===== config.mk =====
export PLATFORM = sky130hd
export DESIGN_NAME = contador_comparador_busca
export DESIGN_NICKNAME = d
export VERILOG_FILES = /design/src/rtl/contador_comparador_busca.sv
export SDC_FILE = /design/constraint.sdc
export NUM_CORES = 1
export LEC_CHECK = 0
export BUFFER_PORTS_ARGS = -buffer_cell sky130_fd_sc_hd__buf_2
export CORE_AREA = 2 2 39 41
export DETAILED_ROUTE_END_ITERATION = 10
export DIE_AREA = 0 0 41 43
export PLACE_DENSITY = 0.82
export SLEW_MARGIN = 5
export SYNTH_ARGS = -nofsm -noshare
export SYNTH_HDL_FRONTEND = slang
export SYNTH_SLANG_ARGS = --single-unit

===== constraint.sdc =====
create_clock -name clock -period 3.2 [get_ports clock]
set_input_delay 0.16 -clock clock [delete_from_list [all_inputs] [get_ports clock]]
set_output_delay 0.16 -clock clock [all_outputs]
set_load 0.02 [all_outputs]

===== src/rtl/contador_comparador_busca.sv =====
// N-bit modulo-MODULO counter with load, live comparator against chaves and an autonomous upward search FSM.
// Compare flags and fim are combinational on Q; Q and state update one edge after their inputs; no backpressure.
module contador_comparador_busca #(
    parameter int N      = 4,
    parameter int MODULO = 16
) (
    input  logic         clock,
    input  logic         reset,
    input  logic         zera,
    input  logic         carrega,
    input  logic         conta,
    input  logic         iniciar,
    input  logic [N-1:0] chaves,
    output logic [N-1:0] contagem,
    output logic         menor,
    output logic         maior,
    output logic         igual,
    output logic         fim,
    output logic         pronto,
    output logic         achou,
    output logic [1:0]   db_estado
);

    localparam logic [1:0] OCIOSO = 2'd0;
    localparam logic [1:0] BUSCA  = 2'd1;
    localparam logic [1:0] ACHOU  = 2'd2;
    localparam logic [1:0] FALHA  = 2'd3;

    localparam logic [N-1:0] Q_MAX   = N'(MODULO - 1);
    localparam logic [N:0]   MOD_EXT = (N + 1)'(MODULO);

    logic [N-1:0] cnt_q, cnt_d;
    logic [1:0]   estado_q, estado_d;
    logic         no_topo;
    logic         habilita;

    assign no_topo = (cnt_q == Q_MAX);
    assign igual   = (cnt_q == chaves);
    assign menor   = (cnt_q <  chaves);
    assign maior   = (cnt_q >  chaves);
    assign fim     = no_topo & conta;

    // During the search the counter climbs on its own and must stop at the top instead of wrapping.
    always_comb begin
        habilita = conta;
        if (estado_q == BUSCA) begin
            habilita = ~igual & ~no_topo;
        end
    end

    always_comb begin
        cnt_d = cnt_q;
        if (zera) begin
            cnt_d = '0;
        end else if (carrega) begin
            if ({1'b0, chaves} >= MOD_EXT) begin
                cnt_d = Q_MAX;
            end else begin
                cnt_d = chaves;
            end
        end else if (habilita) begin
            cnt_d = no_topo ? '0 : cnt_q + 1'b1;
        end
    end

    // Transitions look at the pre-edge Q, so a load during the search is tested on the following edge.
    always_comb begin
        estado_d = estado_q;
        case (estado_q)
            OCIOSO: begin
                if (iniciar) estado_d = BUSCA;
            end
            BUSCA: begin
                if (igual) begin
                    estado_d = ACHOU;
                end else if (no_topo) begin
                    estado_d = FALHA;
                end
            end
            default: begin
                if (iniciar) estado_d = BUSCA;
            end
        endcase
        if (zera) begin
            estado_d = OCIOSO;
        end
    end

    always_ff @(posedge clock or posedge reset) begin
        if (reset) begin
            cnt_q    <= '0;
            estado_q <= OCIOSO;
        end else begin
            cnt_q    <= cnt_d;
            estado_q <= estado_d;
        end
    end

    assign contagem  = cnt_q;
    assign pronto    = estado_q[1];
    assign achou     = (estado_q == ACHOU);
    assign db_estado = estado_q;

endmodule


### Yosys cells after proc, flatten, opt, wreduce, memory -nomap -nowiden

Cells that the tools add are included.
W data, S select, Z words.

| word-level totals | value |
|---|---|
| register bits | 6 |
| input bits | 10 |
| output and inout bits | 12 |
| logic and storage cells | 27 |

| operators by class | value |
|---|---|
| $add $sub $neg | 1 |
| magnitude comparators | 2 |
| equality and inequality tests | 5 |
| multiplexer cells | 10 |
| bitwise logic cells | 4 |
| reduce and logical (&&, ||, !) cells | 3 |

Operators by type and width:

| operator | number |
|---|---|
| $mux W4 | 4 |
| $mux W2 | 5 |
| $reduce_bool A3 Y1 | 2 |
| $add A4 B1 Y4 const B | 1 |
| $eq A4 B4 Y1 | 1 |
| $eq A4 B4 Y1 const B | 1 |
| $gt A4 B4 Y1 | 1 |
| $lt A4 B4 Y1 | 1 |
| $ne A4 B4 Y1 const B | 1 |
| $and A1 B1 Y1 | 2 |
| $eq A2 B1 Y1 const B | 1 |
| $eq A2 B2 Y1 const B | 1 |
| $not A1 Y1 | 2 |
| $reduce_and A2 Y1 | 1 |
| $mux W1 | 1 |

### Depth between registers and ports, before layout

Gate-level depths: netlist (run 1).

| depth | value |
|---|---|
| word-level depth | 7 |
| depth in mapped cells | 6 |
| mapped depth without buffers | 6 |

### Least setup slack after synthesis (run 1)

No wires, ideal clock.

| timing path | value |
|---|---|
| kind | register to register |
| start point | register cnt_q[0], in the netlist contagem[0] |
| end point | register cnt_q[2], in the netlist contagem[2] |
| setup time | 122 ps |
| arrival time | 1650 ps |
| required time | 3078 ps |
| setup slack | 1428 ps |
| cell stages (with the launch flop) | 7 |
| path buffers | 0 |
| clock period less this slack | 1772 ps |
| path through | dfrtp_1 -> inv_1 -> ha_1 -> nand4_4 -> nand2_4 -> or4_1 -> o2111a_1 |

| between the ends | value |
|---|---|
| word-level cells in the longest chain between the ends | 5 |
| elaborated cells on any way between the ends | 12 |
| classes of those cells | add/sub (1); eq/ne (2); mux (5); bitwise (3); reduce/logical (1) |

Ends and longest elaborated chain:

| element | line | text |
|---|---|---|
| start: declaration | 32 | `logic [N-1:0] cnt_q, cnt_d;` |
| start signal: assignment | 94 | `cnt_q <= cnt_d;` |
| $add A4 B1 Y4, or another cell as far along | 62 | `cnt_d = no_topo ? '0 : cnt_q + 1'b1;` |
| $mux W4 or $not A1 Y1 (tied branches) | 62, 47 |  |
| $mux W4 or $and A1 B1 Y1 (tied branches) | 61, 47 |  |
| $mux W4 or $mux W1 (tied branches) | 55, 46 |  |
| $mux W4 or $reduce_bool A3 Y1 (tied branches) | -- |  |

Several ways; a longest one is shown, not always the timed one. The select of a mux whose other input is x is not followed.
A chain may end at the register's enable or synchronous reset.

### Final worst setup path (run 1)

| timing path | value |
|---|---|
| start point | register cnt_q[1], in the netlist contagem[1] |
| end point | output port maior |

| between the ends | value |
|---|---|
| word-level cells in the longest chain between the ends | 1 |

Ends and longest elaborated chain:

| element | line | text |
|---|---|---|
| $gt A4 B4 Y1 | 40 | `assign maior = (cnt_q > chaves);` |
| end: declaration | 16 | `output logic maior,` |

No other way between the ends.

==> flow_summary.toml, run 1 <==
[yosys]
synthMuxAreaShare_pct = 3.68
yosys-top-cells-area = "dfrtp_1, ha_1, a21oi_1, inv_1, nor2_1"
synth_top_cell_area_share_pct = 26.0
synthAdderAreaFrac_pct = 10.8
ys_ff_latch = 6
ys_seq_area_share_pct = 26.0
syn_avg_cell_area_sq_um = 8.14
syn_area_sq_um = 578
synth-simple-area-share_pct = 27.1
syn_nets = 86
synth_top_family_by_area = "simple AND/OR/NAND/NOR gates"
synth_warnings = 0
synth_compound_area_share_pct = 24.7
synth-xor-area-share_pct = 0
synth_largest_area_cell = "dfrtp_1"
syn_inst = 71
synth_cell_types = 30

[floorplanning]
num_rows = 14
start_util_pct = 41.8
die_h_microns = 43
io_pins = 22
dieArea_sq_um = 1760
fp.dieW_microns = 41
coreArea_sq_um = 1380

[sta]
worst_hold_slack_ns = 0.190
worst_slew_pin_slew_ns = 0.340
fmaxAchievable_ghz = 0.502
final-hold-violation-count = 0
rsz0062_at_grt = "no"
fin_skew_ns = 0.00156
fin_tns_setup_ns = 0
setup_slack_ns = 1.21
min_period_ns = 1.99
setup_violations = 0
drv_slew = 0
fin_crit_sh_pct = 62.3
slew_headroom_pct = 77.0

[hold_path]
whs_path_depth = 2
hp-start = "zera"
hold_path.class = "input port to register"
min_to = "db_estado[1]"

[clock_tree]
cts_made_buffers = 3
clk_pin_slew_ns = 0.04
cts_root_buf = "clkbuf_4"
clockBufferDepth = 2
post-cts-setup-buffer-count = 0
clkLatencyLatePin_ns = 0.24
cts_tree = "done"
cts_htree_levels = 1
clock-sinks = 6

[final_layout]
diodes = 0
area_growth_pct = 25.3
layout_common_cells = "buf_2, inv_1, nor2_1"
final_common_cell = "buf_2"
drive_gt1_share_pct = 29.8
nNetsFinal = 111
final_area_sq_um = 724

[critical_path]
crit_type = "register to output port"
ff2ff_path_depth = 5
timing.rr.end = "contagem[2]"
timing.rr.start = "contagem[3]"
crit_arrival_ns = 1.83
critPathRequiredTime_ns = 3.04
crit_fanout = 7
end_kind = "output port"
start_kind = "register"
r2r_setup_slack_ns = 1.44

[placed_design]
place_congestion = 0.912
placed_area_sq_um = 692
detailedPlace.worstSlack_ns = 1.43
hpwl_microns = 1130
port_buffers = 21

[power_and_ir_drop]
peakVddDrop_uv = 242
leakagePower_nw = 0.383
p_per_area_nw_per_um2 = 347

[global_route]
grt_most_used_layer = "met2"
grt_pass1_wl_microns = 2060
grt_overflow = 0
grtUsageTotal_pct = 17.1
grt_max_degree = 13
gr-usage-met3_pct = 2.09
grtUsageMet1_pct = 21.1
antenna_found_initial = 0
use_met2_pct = 27.5
grt_pass1_vias = 518

[detailed_routing]
num_vias = 595
via_per_inst = 5.41
wl_per_cell_microns = 12.5
drt-total-wl_microns = 1370
drt-initial-drc-count = 16
drc = 0
ant_nets = 0
dr.pass1.iters = 4

[flow_run]
maxCapViolations = 0

[status]
status = "finished, final reports clean"
[synth_stat cells]
cell type and instances:
nand4_4 1, ha_1 5, a31oi_1 2, mux2_2 1
or4_1 1, o2111a_1 1, nand3_2 1, o21a_1 3
nor4_1 1, nand2_1 4, buf_4 1, nor3b_1 1
o41ai_1 1, o211a_1 1, o31a_1 1, o2bb2ai_1 1
o21ai_0 2, inv_1 9, nand2b_1 1, nor3_1 3
o21bai_1 1, nor2_1 8, dfrtp_1 6, clkbuf_1 1
a21oi_1 7, and2b_1 1, nand2_4 1, nor2b_1 3
mux2i_1 1, o31ai_1 1
[worst max-delay path, stage by stage (launching register included)]
cell	delay, ns
dfrtp_1	0.45
ha_1	0.36
nor2b_1	0.15
o21a_1	0.16
o21a_1	0.17
o21a_1	0.16
buf_2	0.15
[stage by stage]
stage               total power, mW  utilization [%]  instances
floorplan                     0.155                -         71
global placement              0.182             50.0        106
detailed placement            0.185             50.0        106
CTS                           0.257             52.4        110
global route                  0.268             52.4        110
finish                        0.252             52.4        110
[routing by layer]
| layer | share of wire [%] | vias to the layer above |
|---|---|---|
| li1 | - | 300 |
| met1 | 42 | 274 |
| met2 | 53 | 19 |
| met3 | 4.4 | 2 |
| met4 | 0.44 | 0 |
| met5 | 0 | - |
[cells by family after synthesis]
kind of cell,count (synthesis)
and+or+nand+nor,26
AOI/OAI and AO/OA,21
buffers and inverters,11
DFF,6
adders and majority gates,5
muxes,2
[what timing repair did]
| item | in CTS | in global routing |
|---|---|---|
| resized for setup | 0 | 0 |
| hold buffers | 1 | 0 |
| endpoints found under the hold margin | 6 | 0 |
| setup endpoints to repair | 0 | 0 |
[sequential cells by signal, summed over array words and instances (netlist names)]
signal / flops
db_estado: 2
contagem: 4
[power breakdown]
| group | switching [mW] | internal [mW] | leakage [nW] |
|---|---|---|---|
| sequential | 0.00964 | 0.0815 | 0.0784 |
| combinational | 0.0550 | 0.0382 | 0.291 |
| clock | 0.0250 | 0.0423 | 0.0138 |
| total | 0.0896 | 0.162 | 0.383 |
[how the worst max path moves through the flow]
| stage | slack [ns] | cells past startpoint | end | startpoint |
|---|---|---|---|---|
| floorplan | 1.43 | 6 | contagem[2] | contagem[0] |
| global placement | 1.45 | 6 | contagem[2] | contagem[0] |
| detailed placement | 1.43 | 6 | contagem[2] | contagem[0] |
| CTS | 1.19 | 6 | maior | contagem[1] |
| global route | 1.14 | 6 | maior | contagem[1] |
| finish | 1.21 | 6 | maior | contagem[1] |
[layout make-up]
type	count	area, sq um
clock buffers	3	22.5
multi-input cells	54	383
fillers	154	659
repair buffers	22	115
well taps	16	20.0
inverters	9	33.8
flip-flops and latches	6	150
(Power assumes the default switching activity.)
==> run 2: changes to the inputs <==
--- a/config.mk
+++ b/config.mk
@@ -5,11 +5,12 @@
 export SDC_FILE = /design/constraint.sdc
 export NUM_CORES = 1
 export LEC_CHECK = 0
+export ABC_AREA = 1
 export BUFFER_PORTS_ARGS = -buffer_cell sky130_fd_sc_hd__buf_2
-export CORE_AREA = 2 2 39 41
+export CORE_MARGIN = 2
+export CORE_UTILIZATION = 42
 export DETAILED_ROUTE_END_ITERATION = 10
-export DIE_AREA = 0 0 41 43
-export PLACE_DENSITY = 0.82
+export PLACE_DENSITY = 0.83
 export SLEW_MARGIN = 5
 export SYNTH_ARGS = -nofsm -noshare
 export SYNTH_HDL_FRONTEND = slang
==> constraint.sdc (replaced) <==
create_clock -name clock -period 1.75 [get_ports clock]
set_input_delay 0.0875 -clock clock [delete_from_list [all_inputs] [get_ports clock]]
set_output_delay 0.0875 -clock clock [all_outputs]
set_load 0.02 [all_outputs]
==> run 2 against run 1 <==
- synthesized area decreased by 1.5%
- non-clock buffer count increased by 4
- the flow now finishes with violations (negative setup slack)
- worst setup slack worse by 1.2 ns
- utilization increased by 7.4 points
- critical path depth is the same
- clock skew rose by 0.0064 ns
- power rose to 2.8 times the previous value
==> flow_summary.toml, run 2 <==
[clock_tree]
cts_htree_levels = 1
clk_pin_slew_ns = 0.05
clock-sinks = 6
cts_made_buffers = 3
clkLatencyLatePin_ns = 0.25
cts_root_buf = "clkbuf_4"
cts_tree = "done"
clockBufferDepth = 2

[placed_design]
place_inst = 120
hpwl_microns = 1090
port_buffers = 21
placed_area_sq_um = 701
place_congestion = 0.881

[sta]
fin_crit_sh_pct = 101
drv_slew = 0
slew_headroom_pct = 84.4
fin_tns_setup_ns = -0.0182
min_period_ns = 1.77
setup_slack_ns = -0.0182
setup_violations = 1
fin_skew_ns = 0.00797
fmaxAchievable_ghz = 0.566
worst_slew_pin_slew_ns = 0.233
final-hold-violation-count = 0

[final_layout]
diodes = 0
drive_gt1_share_pct = 36.0
final_common_cell = "nand2_1"
fin_cells = 126
final_area_sq_um = 768
nFillCells = 124
largest_register_ffs = 4
area_growth_pct = 34.9
nNetsFinal = 128
layout_common_cells = "nand2_1, buf_2, inv_1"

[detailed_routing]
wl_per_cell_microns = 11.6
dr.pass1.iters = 4
dr_wl_met2_microns = 755
ant_nets = 0
met3WireLength_microns = 33
drt-total-wl_microns = 1460
drt-initial-drc-count = 7
via_per_inst = 4.71
num_vias = 594
wl_met1_microns = 645
drc = 0
top_layer = "met4"

[yosys]
synthTopCellsByCount = "nand2_1, inv_1, nor2_1, dfrtp_1"
async_reset_ff_share_pct = 100
yosysMostFrequentCell = "nand2_1"
synth-edff-count = 0
syn_inst = 83
synth_largest_area_cell = "dfrtp_1"
synth_cell_types = 18
ys_ff_latch = 6
syn_nets = 98
syn_area_sq_um = 569
syn_avg_cell_area_sq_um = 6.86
ys.flop_type = "dfrtp_1"
synth_warnings = 0
yosys-top-cells-area = "dfrtp_1, nand2_1, ha_1, inv_1, nor2_4"
ys_seq_area_share_pct = 26.4
synth_top_cell_area_share_pct = 26.4

[hold_path]
hold_path.class = "input port to register"
whs_path_depth = 5

[critical_path]
cp_cell_sequence = "ha_1 > nand2_2 > o21bai_1 > and3_1 > nor2_1 > buf_4"
ff2ff_path_depth = 8
start_kind = "register"
end_kind = "output port"
timing.rr.end = "contagem[3]"
startpoint = "contagem[2]"
critPathRequiredTime_ns = 1.66
crit_slowest_cell = "dfrtp_2"
cp.depth = 6
crit_type = "register to output port"
path_buf_inv = 1
critPathTopFamily = "flip-flops"
crit_path_end = "maior"
cpPeakStageDelay_ns = 0.40
crit_fanout = 2
crit_arrival_ns = 1.68
r2r_setup_slack_ns = 0.27
timing.rr.start = "contagem[1]"

[global_route]
antenna_found_initial = 0
grt_pass1_vias = 430
grtUsageTotal_pct = 18.2
grt_pass1_wl_microns = 1930
grt_overflow = 0
grt_max_degree = 8

[power_and_ir_drop]
power_mw = 0.711
p_per_area_nw_per_um2 = 926
peakVddDrop_uv = 476
leakagePower_nw = 0.459

[floorplanning]
num_rows = 13
io_pins = 22
start_util_pct = 44.3
coreArea_sq_um = 1280
fp.dieW_microns = 40.8
dieArea_sq_um = 1670
die_h_microns = 40.8

[flow_run]
maxCapViolations = 0

[status]
status = "finished, violations left"
violations = "negative setup slack"
run 2: cell count changes in the layout (fill, tap and decap cells not counted), sizes merged, moves of 4 or more:
| cell | change |
|---|---|
| a21oi | -5 |
| nand2 | +25 |
| inv | +4 |
| buf | +4 |
| nor2 | +4 |
| nand3 | +4 |
run 2: final cells by class:
type | count | area [sq um] | area share, %
clock buffer | 3 | 22.5 | 2.93
sequential | 6 | 153 | 19.9
tap | 15 | 18.8 | 2.44
timing repair buffer | 26 | 148 | 19.2
multi-input combinational | 63 | 378 | 49.2
inverter | 13 | 48.8 | 6.35
run 2: kinds of logic after synthesis:
kind of cell | count (synthesis) | share of synthesized area, %
adders and majority gates | 5 | 11.0
xor gates and xnor gates | 1 | 1.54
AOI/OAI and AO/OA | 8 | 7.47
buffers and inverters | 14 | 9.89
DFF | 6 | 26.4
and+or+nand+nor | 49 | 43.7
run 2: how the worst min path moves through the flow:
stage,from,endpoint,slack (ns)
2_1_floorplan,reset,contagem[0],-0.12
3_3_place_gp,reset,contagem[3],0.01
3_5_place_dp,reset,contagem[1],0.009
4_1_cts,chaves[0],contagem[0],0.19
5_1_grt,chaves[0],contagem[0],0.21
6_report,chaves[0],contagem[0],0.20
run 2: where the power goes:
part / leakage, nW / total (mW) / switching, mW / internal (mW)
Combinational: 0.370 / 0.386 / 0.245 / 0.141
Clock: 0.0138 / 0.127 / 0.0496 / 0.0775
Sequential: 0.0747 / 0.198 / 0.0313 / 0.167
Total: 0.459 / 0.711 / 0.326 / 0.386
run 2: metrics by stage:
stage / utilization (%) / hold slack, ns / setup WS (ns)
after global placement: 54.5 / 0.00957 / 0.222
after detailed placement: 54.5 / 0.00889 / 0.179
final: 59.8 / 0.200 / -0.0182
after CTS: 58.2 / 0.187 / 0.0100
after global routing: 59.8 / 0.207 / -0.0750
after floorplan: - / -0.122 / 0.0162
run 2: what timing repair did:
item                                   CTS  global route
setup endpoints to repair                2             1
endpoints found under the hold margin    6             0
hold buffers                             1             0
setup buffers                            1             1
resized for setup                        4             1
run 2: metal layers:
metal  up-vias  GRT usage, %
met5         -             0
met4         0          7.50
met3         2          3.26
met2        14          30.9
met1       261          22.4
li1        317             -
run 2: worst register-to-register path, stage by stage (launching register included):
cell	delay, ns
dfrtp_1	0.38
ha_1	0.30
nand2_1	0.13
nor2_8	0.18
nor2_4	0.06
nor2_4	0.15
nor2_4	0.05
nand2_1	0.05
nand2_1	0.05
==> run 3: changes to the inputs <==
--- a/config.mk
+++ b/config.mk
@@ -7,10 +7,10 @@
 export LEC_CHECK = 0
 export ABC_AREA = 1
 export BUFFER_PORTS_ARGS = -buffer_cell sky130_fd_sc_hd__buf_2
-export CORE_MARGIN = 2
-export CORE_UTILIZATION = 42
+export CORE_AREA = 2 2 39 41
 export DETAILED_ROUTE_END_ITERATION = 10
-export PLACE_DENSITY = 0.83
+export DIE_AREA = 0 0 41 43
+export PLACE_DENSITY = 0.81
 export SLEW_MARGIN = 5
 export SYNTH_ARGS = -nofsm -noshare
 export SYNTH_HDL_FRONTEND = slang
==> constraint.sdc (replaced) <==
create_clock -name clock -period 1.8 [get_ports clock]
set_input_delay 0.09 -clock clock [delete_from_list [all_inputs] [get_ports clock]]
set_output_delay 0.09 -clock clock [all_outputs]
set_load 0.02 [all_outputs]
==> run 3 against run 2 <==
- the flow now finishes without violations
- critical path depth did not move
- cell count unchanged
- global-route usage is 0.67 points lower
- routed wire length fell by 12%
- power shrank 4.8%
- first-iteration DRC count rose by 57%
- combinational power down 8.0%
- non-clock buffer count shrank 1
- flip-flop and latch count is the same
- clock skew shrank 0.0071 ns
- critical endpoint unchanged
==> flow_summary.toml, run 3 (same netlist as run 2, synthesis figures left out) <==
[floorplanning]
start_util_pct = 41.1
die_h_microns = 43
dieArea_sq_um = 1760
num_rows = 14
io_pins = 22
coreArea_sq_um = 1380
fp.dieW_microns = 41

[sta]
min_period_ns = 1.71
fin_tns_setup_ns = 0
rsz0062_at_grt = "no"
worst_hold_slack_ns = 0.202
slew_headroom_pct = 85.8
drv_slew = 0
final-hold-violation-count = 0
fin_crit_sh_pct = 94.8
worst_slew_pin_slew_ns = 0.211
setup_violations = 0
fin_skew_ns = 0.000895
fmaxAchievable_ghz = 0.586

[detailed_routing]
drc = 0
num_vias = 579
drt-initial-drc-count = 11
drt-total-wl_microns = 1290
via_per_inst = 4.60
ant_nets = 0
dr.pass1.iters = 4
wl_per_cell_microns = 10.2

[status]
status = "finished, final reports clean"

[critical_path]
crit_fanout = 4
timing.rr.start = "contagem[1]"
crit_slowest_cell = "dfrtp_2"
start_kind = "register"
startpoint = "contagem[2]"
ff2ff_path_depth = 8
crit_type = "register to output port"
timing.rr.end = "contagem[3]"
cp_cell_sequence = "ha_1 > nand2_2 > o21bai_1 > and3_1 > nor2_1 > buf_4"
cpPeakStageDelay_ns = 0.42
r2r_setup_slack_ns = 0.27
end_kind = "output port"
critPathRequiredTime_ns = 1.71
crit_arrival_ns = 1.62

[power_and_ir_drop]
p_per_area_nw_per_um2 = 888
power_mw = 0.677
leakagePower_nw = 0.454
peakVddDrop_uv = 499

[flow_run]
maxCapViolations = 0

[final_layout]
drive_gt1_share_pct = 35.5
fin_cells = 126
diodes = 0
largest_register_ffs = 4
final_core_util_pct = 55.1
area_growth_pct = 33.8
final_common_cell = "nand2_1"
nNetsFinal = 127
layout_common_cells = "nand2_1, buf_2, inv_1"

[placed_design]
place_congestion = 0.825
place_inst = 120
port_buffers = 21
hpwl_microns = 1050

[clock_tree]
cts_root_buf = "clkbuf_4"
cts_htree_levels = 1
clkLatencyLatePin_ns = 0.24
clock-sinks = 6
cts_tree = "done"
clk_pin_slew_ns = 0.05
clockBufferDepth = 2
cts_made_buffers = 3

[global_route]
grtUsageTotal_pct = 17.6
grt_pass1_vias = 516
grt_pass1_wl_microns = 2140
antenna_found_initial = 0
grt_max_degree = 8
grt_overflow = 0

[hold_path]
hp-start = "iniciar"
min_to = "db_estado[0]"
whs_path_depth = 5
hold_path.class = "input port to register"
run 3: cell count changes in the layout (fill, tap and decap cells not counted):
cell   before  now
buf_4       5    4
run 3: what timing repair did:
| action | CTS | global route |
|---|---|---|
| hold buffers | 1 | 0 |
| endpoints found under the hold margin | 6 | 0 |
| pin swaps | 0 | 0 |
| resized for setup | 3 | 2 |
| buffers inserted | 0 | 2 |
| setup endpoints to repair | 1 | 1 |
run 3: layout make-up:
class,instances,area (sq um)
multi-input cells,63,378
fillers,140,622
flip-flops and latches,6,153
repair buffers,25,140
well taps,16,20.0
clock buffers,3,22.5
inverters,13,48.8
run 3: how the worst max path moves through the flow:
stage          endpoint  slack [ns]
2_1_floorplan     maior        0.06
4_1_cts           maior        0.02
5_1_grt           maior        0.02
3_3_place_gp      maior        0.22
3_5_place_dp      maior        0.20
6_report          maior        0.09
run 3: power breakdown:
part           internal (mW)  total [mW]  switching (mW)
logic                  0.132       0.355           0.223
clock network         0.0754       0.124          0.0483
registers              0.162       0.198          0.0358
total                  0.370       0.677           0.307
run 3: layer usage:
metal	up-vias	share of wire [%]	track usage, %
li1	314	-	-
met1	254	49	24.3
met2	11	47	26.6
met3	0	4.4	6.28
met4	0	0	2.00
met5	-	0	0
run 3: metrics by stage:
step / setup WS, ns / area [sq um]
6_report: 0.0940 / 762
5_1_grt: 0.0159 / 762
4_1_cts: 0.0193 / 732
3_5_place_dp: 0.196 / 694
3_3_place_gp: 0.224 / 694
2_1_floorplan: 0.0637 / 569
run 3: worst max-delay path: cells and delay by family, from the launching register on:
kind,cells,cell delay [ns]
buf+inv,1,0.15
flops,1,0.42
compound gates,1,0.17
simple gates,3,0.34
fa+ha+maj,1,0.30
